==> config.mk <==
export PLATFORM = sky130hd
export DESIGN_NAME = mipos_soc_onchip_mem_arbiter
export DESIGN_NICKNAME = d
export VERILOG_FILES = /design/src/rtl/mipos_soc_onchip_mem_arbiter.sv
export SDC_FILE = /design/constraint.sdc
export NUM_CORES = 1
export LEC_CHECK = 0
export CAP_MARGIN = 20
export CORE_AREA = 2 2 97 99
export CTS_CLUSTER_DIAMETER = 120
export DETAILED_ROUTE_END_ITERATION = 6
export DIE_AREA = 0 0 99 101
export PLACE_DENSITY = 0.67
export RECOVER_POWER = 25
export SLEW_MARGIN = 20
export SYNTH_ARGS = -nofsm -noshare
export SYNTH_HDL_FRONTEND = slang
export SYNTH_SLANG_ARGS = --single-unit
==> constraint.sdc <==
create_clock -name clk -period 2.9 [get_ports clk]
set_clock_uncertainty 0.15 [all_clocks]
set_input_delay 0.725 -clock clk [delete_from_list [all_inputs] [get_ports clk]]
set_output_delay 0.725 -clock clk [all_outputs]
set_load 0.05 [all_outputs]
==> src/rtl/mipos_soc_onchip_mem_arbiter.sv <==
// Bounded round-robin arbiter sharing one single-port SRAM between CPU fetch (m0) and data (m1) ports.
// Grant is same-cycle combinational; read data returns one cycle after grant; losers see waitrequest.
module mipos_soc_onchip_mem_arbiter #(
  parameter int ADDR_W   = 12,
  parameter int DATA_W   = 32,
  parameter int BE_W     = DATA_W / 8,
  parameter int HOLD_MAX = 4
) (
  input  logic              clk,
  input  logic              reset,
  input  logic [ADDR_W-1:0] m0_address,
  input  logic [BE_W-1:0]   m0_byteenable,
  input  logic              m0_read,
  input  logic              m0_write,
  input  logic [DATA_W-1:0] m0_writedata,
  output logic              m0_waitrequest,
  output logic              m0_readdatavalid,
  output logic [DATA_W-1:0] m0_readdata,
  input  logic [ADDR_W-1:0] m1_address,
  input  logic [BE_W-1:0]   m1_byteenable,
  input  logic              m1_read,
  input  logic              m1_write,
  input  logic [DATA_W-1:0] m1_writedata,
  output logic              m1_waitrequest,
  output logic              m1_readdatavalid,
  output logic [DATA_W-1:0] m1_readdata,
  output logic [ADDR_W-1:0] mem_address,
  output logic [BE_W-1:0]   mem_byteenable,
  output logic [DATA_W-1:0] mem_writedata,
  output logic              mem_chipselect,
  output logic              mem_write,
  output logic              mem_clken,
  input  logic [DATA_W-1:0] mem_readdata
);

  localparam int CNT_W = $clog2(HOLD_MAX + 1);
  localparam logic [CNT_W-1:0] HOLD_CNT = CNT_W'(HOLD_MAX);

  logic             last_owner_q, last_owner_d;
  logic [CNT_W-1:0] run_cnt_q, run_cnt_d;
  logic             rv0_q, rv0_d;
  logic             rv1_q, rv1_d;

  logic req0, req1, keep, grant0, grant1;

  always_comb begin
    req0   = m0_read | m0_write;
    req1   = m1_read | m1_write;
    keep   = run_cnt_q < HOLD_CNT;
    grant0 = 1'b0;
    grant1 = 1'b0;
    // Nothing is granted while reset is held so the SRAM sees no stray access.
    if (!reset) begin
      if (req0 && req1) begin
        grant0 = (last_owner_q == 1'b0) ?  keep : ~keep;
        grant1 = (last_owner_q == 1'b1) ?  keep : ~keep;
      end else begin
        grant0 = req0;
        grant1 = req1;
      end
    end
  end

  always_comb begin
    mem_address    = m0_address;
    mem_byteenable = m0_byteenable;
    mem_writedata  = m0_writedata;
    mem_write      = 1'b0;
    if (grant1) begin
      mem_address    = m1_address;
      mem_byteenable = m1_byteenable;
      mem_writedata  = m1_writedata;
      mem_write      = m1_write;
    end else if (grant0) begin
      mem_write = m0_write;
    end
    mem_chipselect = grant0 | grant1;
    mem_clken      = ~reset;

    m0_waitrequest   = req0 & ~grant0;
    m1_waitrequest   = req1 & ~grant1;
    m0_readdatavalid = rv0_q;
    m1_readdatavalid = rv1_q;
    m0_readdata      = mem_readdata;
    m1_readdata      = mem_readdata;
  end

  always_comb begin
    last_owner_d = last_owner_q;
    run_cnt_d    = run_cnt_q;
    if (grant0 || grant1) begin
      if (grant1 == last_owner_q) begin
        if (run_cnt_q != HOLD_CNT) run_cnt_d = run_cnt_q + 1'b1;
      end else begin
        last_owner_d = grant1;
        run_cnt_d    = CNT_W'(1);
      end
    end else begin
      run_cnt_d = '0;
    end
    rv0_d = grant0 & ~m0_write;
    rv1_d = grant1 & ~m1_write;
  end

  always_ff @(posedge clk or posedge reset) begin
    if (reset) begin
      last_owner_q <= 1'b0;
      run_cnt_q    <= '0;
      rv0_q        <= 1'b0;
      rv1_q        <= 1'b0;
    end else begin
      last_owner_q <= last_owner_d;
      run_cnt_q    <= run_cnt_d;
      rv0_q        <= rv0_d;
      rv1_q        <= rv1_d;
    end
  end

endmodule

# Yosys cells after proc, flatten, opt, wreduce, memory -nomap -nowiden
# Cells that the tools add are included.
# classes
n_addsub	1
order_cmp	1
n_eq_ne	3
n_mux	14
n_bitwise	14
n_reduce_logical	3
# op_table
cell	n
2-to-1 mux 32 bit	1
2-to-1 mux 12 bit	1
2-to-1 mux 3 bit	3
2-to-1 mux 1 bit	8
NOT 1 bit	7
AND 1 bit	4
2-to-1 mux 4 bit	1
adder 3 x 1 -> 3 bit, second input constant	1
less-than comparator 3 bit, second input constant	1
!= test 3 x 2 -> 1 bit, second input constant	1
!= test 3 bit, second input constant	1
OR 1 bit	3
AND reduction 2 bit	1
equality test 1 bit	1
logical AND 1 bit	1
logical OR 1 bit	1
# word_totals
ff_bits	6
in_bits	134
output_inout_bits	119
wordCells	40

# Longest topological paths before layout
# Gate-level depths: netlist of the first run.
# logic_depth
ltp_word	8
ltp_mapped	7
depth_no_buf	5

# Least setup slack after synthesis of the first run
# Ideal clock, no wire load.
# synth_path
path_type	input-to-output
startpoint	in reset
endpoint	out mem_writedata[10]
arrival_time_ns	2.159
required_time_ns	2.025
slack_ns	-0.134
path_stages	6
path_buffers	2
cell_sequence	inv_1 o21ai_4 nor2_4 buf_6 buf_8 mux2_4
# synth_between
elab_chain_len	2
# synth_lines
item	line_no	rtl
start, declared	10	input logic reset,
2-to-1 mux 1 bit	53	if (!reset) begin
2-to-1 mux 32 bit	69	if (grant1) begin
end, declared	29	output logic [DATA_W-1:0] mem_writedata,
# No other way between the ends.

# Worst setup path in the final report of the first run
# layout_path
startpoint	in m0_read
endpoint	out mem_writedata[6]
# layout_between
elab_chain_len	5
# layout_lines
item	line_no	rtl
start, declared	13	input logic m0_read,
OR 1 bit	47	req0 = m0_read | m0_write;
logical AND 1 bit	54	if (req0 && req1) begin
2-to-1 mux 1 bit	54	
2-to-1 mux 1 bit	53	
2-to-1 mux 32 bit	69	
# No other way between the ends.

==> results of run 1 <==
[power breakdown]
part           switching [µW]  total (µW)  leakage, µW  internal (µW)
sequential               9.46         101    0.0000788           91.8
clock                    35.2         124    0.0000216           89.1
combinational             438         884      0.00131            445
[worst reg2reg max path, cell delays in order (launching register included)]
cell and delay [ps]:
dfrtp_2 450, buf_4 150, mux2_2 330, a211o_1 290, nor3_1 200
[metrics by stage]
stage / power, µW / TNS [ps]
floorplan: 793.5 / 0
global placement: 842.0 / -17900
detailed placement: 844.5 / -18910
CTS: 1089 / 0
global route: 1155 / -306.5
finish: 1109 / 0
[cells by family (layout without fill, tap and decap cells)]
logic type / after synthesis / after routing / synth area share
AND/OR/NAND/NOR: 19 / 19 / 0.05878
XOR/XNOR: 2 / 2 / 0.02273
adder cells (fa/ha/maj): 2 / 2 / 0.01567
multiplexers: 49 / 49 / 0.3926
buffers and inverters: 76 / 189 / 0.3582
AO/OA/AOI/OAI: 12 / 12 / 0.05800
flip-flops: 6 / 6 / 0.09404
[registers in the layout (all words and copies together), names as in the netlist]
name / count
last_owner_q: 1
m0_readdatavalid: 1
m1_readdatavalid: 1
run_cnt_q: 3
[what timing repair did]
action / in CTS / in global routing
hold buffers: 0 / 0
pin swaps: 4 / 2
resized for setup: 70 / 24
gates cloned: 4 / 0
buffers inserted: 8 / 3
endpoints found under the setup margin: 49 / 42
[routing by layer]
metal / up-vias / part of all wire
met5: - / 0
li1: 725 / -
met4: 0 / 0.0092
met2: 137 / 0.52
met1: 738 / 0.35
met3: 12 / 0.12
[cells in the final DEF (no fill, tap or decap), types with 2 or more instances in the layout]
cell             synthesis  final
buf_4                   66     27
o22a_1                   2      2
nor2_1                   7      5
inv_1                    5      4
clkdlybuf4s50_1          0     98
buf_8                    2     12
mux2_2                  29     16
ha_1                     2      2
buf_16                   0      4
nor2_4                   1      3
nand2_1                  4      4
clkbuf_8                 0      3
mux2_4                  20     33
dfrtp_1                  6      5
buf_12                   0      6
nor2b_1                  2      2
buf_6                    2     29
clkbuf_2                 0      2
a21oi_1                  4      4
[layout make-up]
type / instances / area [µm²] / area share
flip-flops and latches: 6 / 151.4 / 0.04665
inverters: 5 / 22.52 / 0.006939
well taps: 111 / 138.9 / 0.04279
clock buffers: 3 / 41.29 / 0.01272
multi-input cells: 84 / 944.7 / 0.2911
repair buffers: 181 / 1947 / 0.5998
[worst max-delay path by stage]
stage | from | endpoint | slack [ps] | cells after the start
3_3_place_gp | m0_write | mem_address[11] | -420 | 7
4_1_cts | m0_write | mem_address[8] | 8 | 9
3_5_place_dp | m0_write | mem_address[11] | -450 | 7
6_report | m0_read | mem_writedata[6] | 10 | 9
2_1_floorplan | m0_write | mem_writedata[10] | 30 | 6
5_1_grt | m0_read | mem_writedata[6] | -30 | 9
==> summary.md, run 1 <==
| Metric | Value |
|---|---|
| Yosys reg bits | `6` |
| Leakage power | `0.001410 µW` |
| R2R Path Start | `last_owner_q` |
| HPWL after detailed placement | `5006 µm` |
| Finished Layout Cells | `390` |
| Place WS | `-445.4 ps` |
| CP Launch Type | `input port` |
| Worst Max-Slew Pin Slew | `512.1 ps` |
| # H-tree levels | `1` |
| Crit path DAT | `2010 ps` |
| Distinct cells, synth | `28` |
| Number of global-route vias before repair | `1719` |
| Worst EP required | `2030 ps` |
| CP Capture Type | `output port` |
| Max-cap violations | `0` |
| WL final | `6649 µm` |
| Row cnt | `35` |
| Period utilization | `0.9953` |
| Vias/cell | `4.133` |
| Post-DR wirelength/cell | `17.05 µm` |
| Clock latency on the worst-skew pair | `220 ps` |
| Hold path depth | `2` |
| CTS Buf Count | `3` |
| Layout cells sized above 1 | `0.5125` |
| Dominant cells by area after synthesis | `buf_4 (31%), mux2_2 (20%), mux2_4 (19%)` |
| Final core occ | `0.3615` |
| CTS tree | `yes` |
| Max-Slew Margin vs Limit | `0.6575` |
| Die Footprint | `9999 µm²` |
| Starting Density | `0.1778` |
| DR vias | `1612` |
| R2R Setup Slk | `1240 ps` |
| Yosys top cell by area | `buf_4` |
| Post-synth top area share | `0.3103` |
| Yosys warnings | `0` |
| GR Layer Usage met1 | `0.1272` |
| Number of remaining DRC errors | `0` |
| NumNets Final | `417` |
| Placed cell areas | `2746 µm²` |
| Syn Area/Cell | `9.618 µm²` |
| Crit-path slowest cell | `mux2_4` |
| Gr busiest metal | `met2` |
| Crit-path max cell delay | `310 ps` |
| Most common cell in the netlist | `buf_4` |
| FFs w/ async S/R, synth | `1.000` |
| Buf/Inv on CP | `5` |
| Final hold vios | `0` |
| Final WS setup | `13.49 ps` |
| Worst hold path type | `flip-flop to flip-flop` |
| # IOs | `253` |
| Pin count of the biggest net entering global routing | `14` |
| Die H | `101 µm` |
| CORE AREA | `8977 µm²` |
| Maximum vdd ir drop | `0.2093 mV` |
| Diode count | `0` |
| Synth Cell Area | `1597 µm²` |
| Drt initial violations | `8` |
| Setup CP Type | `input port to output port` |
| RSZ-0062 raised after global routing | `true` |
| Final Max Slew Viols | `0` |
| Post-Syn Nets | `302` |
| Met2 GRT Util | `0.2193` |
| Clk sinks | `6` |
| Area Growth Syn to Fin | `103.3%` |
| Worst Hold Endpoint | `run_cnt_q[1]` |
| Reg2reg end | `run_cnt_q[2]` |
| Tmin final | `2887 ps` |
| Post-layout instance area | `3246 µm²` |
| Number of flops mapped to enable cells by yosys | `0` |
| DR pass1 iterations | `2` |
| Grt met3 use | `0.05132` |
| Clock tree buffer depth | `2` |
| Hold_sp | `run_cnt_q[1]` |
| Endpoints failing setup | `0` |
| R2R depth | `4` |
| Worst hold slack | `417.3 ps` |
| CTS Root Cell | `clkbuf_8` |
| Synth Flop Type | `dfrtp_1` |
| Initial antenna violation count | `0` |
| Max Fclk | `346.4 MHz` |
| Routability-driven placement congestion ratio | `0.7614` |
| CP delay by family, top | `buffers and inverters` |
| Clock transition at the registers of the reported paths | `40 ps` |
| Fillcell total | `906` |
| Synth Instances | `166` |
| Cell breakdown of the critical path | `buf_6, nor2_4, o21ai_4, nor2_4, buf_12, buf_12, buf_16, mux2_4, buf_8` |
| Outcome | `completed` |
| # port buffers | `156` |
| Pwr Density | `341.7 nW/µm²` |
| Share of the yosys chip area belonging to registers | `0.09404` |
| Gr usage total | `0.1183` |
| Commonest cells in the netlist | `buf_4 (66), mux2_2 (29), mux2_4 (20)` |
| CP Max Fanout | `6` |
| Die Wd | `99 µm` |
| Post-route ant nets | `0` |
| First-pass GRT wire length | `9225 µm` |
| Grt total ovfl | `0` |
| DP Cell Count | `372` |
(Power assumes the default switching activity.)
==> run 2: changes to the inputs <==
- CTS_CLUSTER_DIAMETER: 120 -> 150
==> results of run 2 <==
The final DEF is identical to that of run 1; final timing and power are the same.
